==> src/rtl/pkg_busca.sv <==
// rtl/pkg_busca.sv - shared state encoding and default sizes for the fetch unit
package pkg_busca;

    localparam int PROFUNDIDADE_PADRAO  = 2;
    localparam int LARGURA_INSTR_PADRAO = 32;
    localparam int LARGURA_ENDERECO     = 64;

    typedef enum logic [1:0] {
        OCIOSO       = 2'd0,
        REQUISITANDO = 2'd1,
        DESCARTANDO  = 2'd2
    } estado_t;

endpackage

==> src/rtl/fila_instrucoes.sv <==
// rtl/fila_instrucoes.sv - instruction buffer holding fetched words with their addresses
module fila_instrucoes
    import pkg_busca::*;
#(
    parameter int PROFUNDIDADE = PROFUNDIDADE_PADRAO,
    parameter int LARGURA      = LARGURA_INSTR_PADRAO
) (
    input  logic                          clock,
    input  logic                          reset,
    input  logic                          push,
    input  logic [LARGURA-1:0]            push_dado,
    input  logic [LARGURA_ENDERECO-1:0]   push_endereco,
    input  logic                          pop,
    input  logic                          flush,
    output logic [LARGURA-1:0]            cabeca_dado,
    output logic [LARGURA_ENDERECO-1:0]   cabeca_endereco,
    output logic [$clog2(PROFUNDIDADE):0] count
);
    localparam int PW = $clog2(PROFUNDIDADE);
    localparam int CW = PW + 1;

    logic [LARGURA-1:0]          dados     [PROFUNDIDADE];
    logic [LARGURA_ENDERECO-1:0] enderecos [PROFUNDIDADE];
    logic [PW-1:0]               wr_ptr;
    logic [PW-1:0]               rd_ptr;
    logic                        vazia;
    logic                        cheia;
    logic                        do_push;
    logic                        do_pop;

    assign vazia   = (count == '0);
    assign cheia   = (count == CW'(PROFUNDIDADE));
    assign do_pop  = pop && !vazia;
    // a full buffer can still take a word when the head leaves on the same edge
    assign do_push = push && (!cheia || do_pop);

    assign cabeca_dado     = dados[rd_ptr];
    assign cabeca_endereco = enderecos[rd_ptr];

    always_ff @(posedge clock) begin
        if (reset) begin
            wr_ptr <= '0;
            rd_ptr <= '0;
            count  <= '0;
            for (int i = 0; i < PROFUNDIDADE; i++) begin
                dados[i]     <= '0;
                enderecos[i] <= '0;
            end
        end else if (flush) begin
            wr_ptr <= '0;
            rd_ptr <= '0;
            count  <= '0;
        end else begin
            if (do_push) begin
                dados[wr_ptr]     <= push_dado;
                enderecos[wr_ptr] <= push_endereco;
                wr_ptr            <= wr_ptr + 1'b1;
            end
            if (do_pop) begin
                rd_ptr <= rd_ptr + 1'b1;
            end
            count <= count + CW'(do_push) - CW'(do_pop);
        end
    end

endmodule

==> src/rtl/unidade_busca.sv <==
// rtl/unidade_busca.sv - instruction fetch unit: one outstanding memory read feeding a small buffer
module unidade_busca
    import pkg_busca::*;
#(
    parameter int PROFUNDIDADE  = PROFUNDIDADE_PADRAO,
    parameter int LARGURA_INSTR = LARGURA_INSTR_PADRAO
) (
    input  logic                        clock,
    input  logic                        reset,
    input  logic [LARGURA_ENDERECO-1:0] endereco,
    output logic                        avanca_pc,
    output logic                        mem_req,
    output logic [LARGURA_ENDERECO-1:0] mem_endereco,
    input  logic                        mem_ack,
    input  logic [LARGURA_INSTR-1:0]    mem_dado,
    input  logic                        descartar,
    output logic [LARGURA_INSTR-1:0]    instrucao,
    output logic [LARGURA_ENDERECO-1:0] instrucao_endereco,
    output logic                        instrucao_valida,
    input  logic                        instrucao_pronta
);
    localparam int CW = $clog2(PROFUNDIDADE) + 1;

    estado_t                     estado;
    estado_t                     prox_estado;
    logic                        prox_mem_req;
    logic                        prox_avanca_pc;
    logic [LARGURA_ENDERECO-1:0] prox_mem_endereco;
    logic                        push;
    logic [CW-1:0]               count;

    fila_instrucoes #(
        .PROFUNDIDADE (PROFUNDIDADE),
        .LARGURA      (LARGURA_INSTR)
    ) u_fila (
        .clock           (clock),
        .reset           (reset),
        .push            (push),
        .push_dado       (mem_dado),
        .push_endereco   (mem_endereco),
        .pop             (instrucao_pronta),
        .flush           (descartar),
        .cabeca_dado     (instrucao),
        .cabeca_endereco (instrucao_endereco),
        .count           (count)
    );

    assign instrucao_valida = (count != '0);

    always_ff @(posedge clock) begin
        if (reset) begin
            estado       <= OCIOSO;
            mem_req      <= 1'b0;
            mem_endereco <= '0;
            avanca_pc    <= 1'b0;
        end else begin
            estado       <= prox_estado;
            mem_req      <= prox_mem_req;
            mem_endereco <= prox_mem_endereco;
            avanca_pc    <= prox_avanca_pc;
        end
    end

    always_comb begin
        prox_estado       = estado;
        prox_mem_req      = mem_req;
        prox_mem_endereco = mem_endereco;
        prox_avanca_pc    = 1'b0;
        push              = 1'b0;
        case (estado)
            OCIOSO: begin
                // while avanca_pc is high the PC still shows the word just fetched
                if (count < CW'(PROFUNDIDADE) && !descartar && !avanca_pc) begin
                    prox_mem_req      = 1'b1;
                    prox_mem_endereco = endereco;
                    prox_estado       = REQUISITANDO;
                end
            end
            REQUISITANDO: begin
                if (mem_ack) begin
                    prox_mem_req = 1'b0;
                    prox_estado  = OCIOSO;
                    if (!descartar) begin
                        push           = 1'b1;
                        prox_avanca_pc = 1'b1;
                    end
                end else if (descartar) begin
                    prox_estado = DESCARTANDO;
                end
            end
            DESCARTANDO: begin
                if (mem_ack) begin
                    prox_mem_req = 1'b0;
                    prox_estado  = OCIOSO;
                end
            end
            default: begin
                prox_mem_req = 1'b0;
                prox_estado  = OCIOSO;
            end
        endcase
    end

endmodule

==> config.mk <==
export PLATFORM = sky130hd
export DESIGN_NAME = unidade_busca
export DESIGN_NICKNAME = d
export VERILOG_FILES = /design/src/rtl/pkg_busca.sv /design/src/rtl/fila_instrucoes.sv /design/src/rtl/unidade_busca.sv
export SDC_FILE = /design/constraint.sdc
export NUM_CORES = 1
export LEC_CHECK = 0
export CORE_MARGIN = 2
export CORE_UTILIZATION = 50
export CTS_CLUSTER_SIZE = 14
export DETAILED_ROUTE_END_ITERATION = 6
export PLACE_DENSITY_LB_ADDON = 0.1
export SLEW_MARGIN = 20
export SYNTH_ARGS = -nofsm -noshare
export SYNTH_HDL_FRONTEND = slang
export SYNTH_SLANG_ARGS = --single-unit
==> constraint.sdc <==
create_clock -name clock -period 15.25 [get_ports clock]
set_clock_uncertainty 0.1 [all_clocks]
set_input_delay 4.575 -clock clock [delete_from_list [all_inputs] [get_ports clock]]
set_output_delay 4.575 -clock clock [all_outputs]
set_load 0.01 [all_outputs]
==> results.md <==
* Outcome: finished clean
* Wire per inst at ~17 um
* Avg Cell Area, Syn at about 13 um2
* First-pass GRT wire length at 35,890 um
* Seq cells post-synth at roughly 270
* FFs w/ async S/R, synth at 0
* Dpl cell area at roughly 0.014 mm2
* Area grow syn2layout at 34.08%
* Largest net degree at the start of global routing at 77
* Overall power at roughly 1.6 mW
* Dpl hpwl at roughly 15,000 um
* Stages on the worst setup path at 3
* 1st-pass router iterations at 4
* Final net count at 1,202
* Initial Util at 0.5042
* Final Cycle Share at 0.4993
* Worst-path clk slew at 60 ps
* Total CTS buffers at 27
* CP max stage delay at roughly 770 ps
* Remaining Overflow, GRT at 0
* CTS Buffer Depth at 3
* Final WL at roughly 24,000 um
* Antenna viol nets, final at 0
* Max_cap viols at 0
* Clk_lat worst skew at ~510 ps
* Peak VDD IR at about 0.080 mV
* Port bufs at approximately 260
* Slew headroom at 0.3693
* WHS at approximately 370 ps
* Mapped Nets at 954
* Peak Freq at roughly 130 MHz
* Power Dens Cells at ~110 mW/mm2
* Via Count at ~7k
* Starting DRT DRC Count at between 300 and 400
* Post-CTS Setup Inserts at 0
* Reg2reg start: estado[1]$_SDFFE_PP0P_
* Post-layout util at 0.6760
* Worst hold path class: flop to flop
* Root Driver: clkbuf_16
* Final Cell Area at 0.01462 mm2
* Required @ worst endpoint at between 10,000 and 15,000 ps
* Buf/Inv on CP at 2
* Lkg Pwr at about 5.4 nW
* Tightest Pin Transition at ~950 ps
* Total core area at 0.02162 mm2
* TritonCTS clock tree: done
* Cell depth of the worst flop-to-flop path at 8
* CP Class: flop to primary output
* CP Capture Type: primary output
* H-tree depth reported by CTS at 1
* Critical-path cell list: buf_4 -> mux2_2 -> clkdlybuf4s50_1
* Synth warn at 0
* Layout cells sized above 1 at 0.1425
* Vias per inst at roughly 5.0
* CP max FO at 49
* Post-synthesis cell type count at 28
* I/O Pins at 264
* Syn Inst Count at roughly 850
* Sinks on the clock net at about 270
* Routability cong. at around 0.74
* Sequential share of the synthesized area at 0.6630
* Chip Width at 151.7 um
* Worst EP arrival at a little under 3000 ps
* PostCTS Resize Cnt at 0
* Post-synth EDFFs at 192
* Final Critical Period at ~7600 ps
* DRC violations left at 0
* Final Hold Vio Count at 0
* RSZ-0062 raised after global routing: no
* Die area at approximately 0.023 mm2
* Main synth FF type: edfxtp_1
* Slew Viols, Final at 0
* Hold_buf cts at 0
* Worst setup path endpoint: instrucao_endereco[56]
* Die height at 151.7 um
* Final Setup Violations at 0
* Mapped Area at 0.01090 mm2
* Reg2Reg Setup Slack at 12,310 ps
* Largest delay contributor family on the critical path: buffers and inverters
* Initial antenna violation count at 1
* GRT Total Usage at 0.2011
* Setup_tns at 0 ps
* R2R Path End: u_fila.enderecos[1][52]$_SDFFCE_PN0P_
* Number of global-route vias before repair at around 7k
* Slowest cell on crit path: dfxtp_4
* # rows at 54
* CP startpoint kind: flop
==> through the flow <==
step / instances / worst slack, ps
final: 1397 / 7635
after detailed placement: 1347 / 7667
after global routing: 1397 / 7444
after CTS: 1396 / 7531
after global placement: 1347 / 7694
after floorplan: 848 / 2578
==> synthesized netlist by cell type, drive strengths merged, types with 2 or more instances <==
master	count	area [um2]
a211oi	2	15.01
and2	194	1214
a21oi	67	335.3
buf	23	143.9
edfxtp	192	5766
nor3b	3	22.52
inv	8	30.03
xnor2	3	26.28
dfxtp	73	1461
ha	5	62.56
nor3	7	46.30
o21ai	2	10.01
mux2	96	1081
nand2b	3	18.77
nor2	2	7.510
nand2	132	495.5
clkbuf	31	127.6
==> area by class of cell <==
cell class / count / area [um2]
Antenna cell: 1 / 2.502
Clock buffer: 43 / 848.3
Clock inverter: 6 / 55.05
Fill cell: 1661 / 7005
Inverter: 8 / 30.03
Multi-Input combinational cell: 521 / 3396
Sequential cell: 265 / 7231
Tap cell: 280 / 350.3
Timing Repair Buffer: 273 / 2703
==> cell families (layout without fill, tap and decap cells) <==
| group | after synthesis | count (layout) | share of synthesized area |
|---|---|---|---|
| AOI/OAI and AO/OA | 71 | 71 | 0.03306 |
| xor gates and xnor gates | 4 | 4 | 0.003215 |
| adders and majority gates | 5 | 5 | 0.005739 |
| buffers and inverters | 62 | 330 | 0.02766 |
| DFF | 265 | 265 | 0.6630 |
| muxes | 96 | 96 | 0.09917 |
| other | 0 | 1 | 0 |
| and+or+nand+nor | 345 | 345 | 0.1682 |
==> power by group <==
group	switching (mW)	leakage [nW]	total [mW]	internal, mW
clock network	0.257	0.450	0.653	0.397
logic	0.0739	2.40	0.160	0.0865
registers	0.0168	2.59	0.822	0.805
total	0.347	5.43	1.64	1.29
==> registers in the layout, summed over array words and instances, names as in the netlist, named ones only <==
name and cells:
mem_req 1, estado 2, mem_endereco 64, avanca_pc 1, u_fila.dados 64, u_fila.count 2, u_fila.enderecos 128, u_fila.rd_ptr 1
u_fila.wr_ptr 1
==> placed cells by master (no fill, tap or decap) <==
cell	n
clkdlybuf4s50_1	262
and2_1	193
edfxtp_1	192
nand2_1	130
mux2_2	96
dfxtp_1	72
a21oi_1	67
clkbuf_16	29
buf_4	10
inv_1	7
clkbuf_1	7
clkbuf_8	7
nor3_1	6
ha_1	5
clkinv_2	5
nor3b_1	3
xnor2_1	3
nand2b_1	3
a211oi_1	2
nor2_1	2
diode_2	1
or2_2	1
or3_4	1
inv_2	1
o21ai_4	1
nand2_4	1
and2_2	1
nand2_2	1
nor3_4	1
and3_2	1
nand3_1	1
o21ai_0	1
xor2_1	1
dfxtp_4	1
bufinv_16	1
buf_2	1
==> how the worst min path moves through the flow <==
stage | from | endpoint | slack (ps) | depth (start not counted)
floorplan | estado[1]$_SDFFE_PP0P_ | estado[1]$_SDFFE_PP0P_ | 370 | 2
global placement | mem_endereco[0]$_SDFFE_PP0P_ | mem_endereco[0]$_SDFFE_PP0P_ | 360 | 2
detailed placement | mem_endereco[37]$_SDFFE_PP0P_ | mem_endereco[37]$_SDFFE_PP0P_ | 370 | 2
CTS | mem_endereco[56]$_SDFFE_PP0P_ | mem_endereco[56]$_SDFFE_PP0P_ | 380 | 2
global route | mem_endereco[2]$_SDFFE_PP0P_ | mem_endereco[2]$_SDFFE_PP0P_ | 400 | 2
finish | mem_endereco[37]$_SDFFE_PP0P_ | mem_endereco[37]$_SDFFE_PP0P_ | 370 | 2
==> layer usage <==
| layer | global-route usage | up-vias | part of all wire |
|---|---|---|---|
| li1 | - | 3401 | - |
| met1 | 0.2514 | 3375 | 0.41 |
| met2 | 0.3435 | 202 | 0.49 |
| met3 | 0.06257 | 25 | 0.088 |
| met4 | 0.04722 | 0 | 0.017 |
| met5 | 0 | - | 0 |
==> worst reg2reg max path: stages (launching register included) <==
cell and delay (ps):
dfxtp_1 320, inv_1 70, ha_1 180, nand2_1 80, or3_4 370, inv_2 100, nand2_1 90, nand2_4 370
buf_4 790
Power figures use the tool's default switching activity.
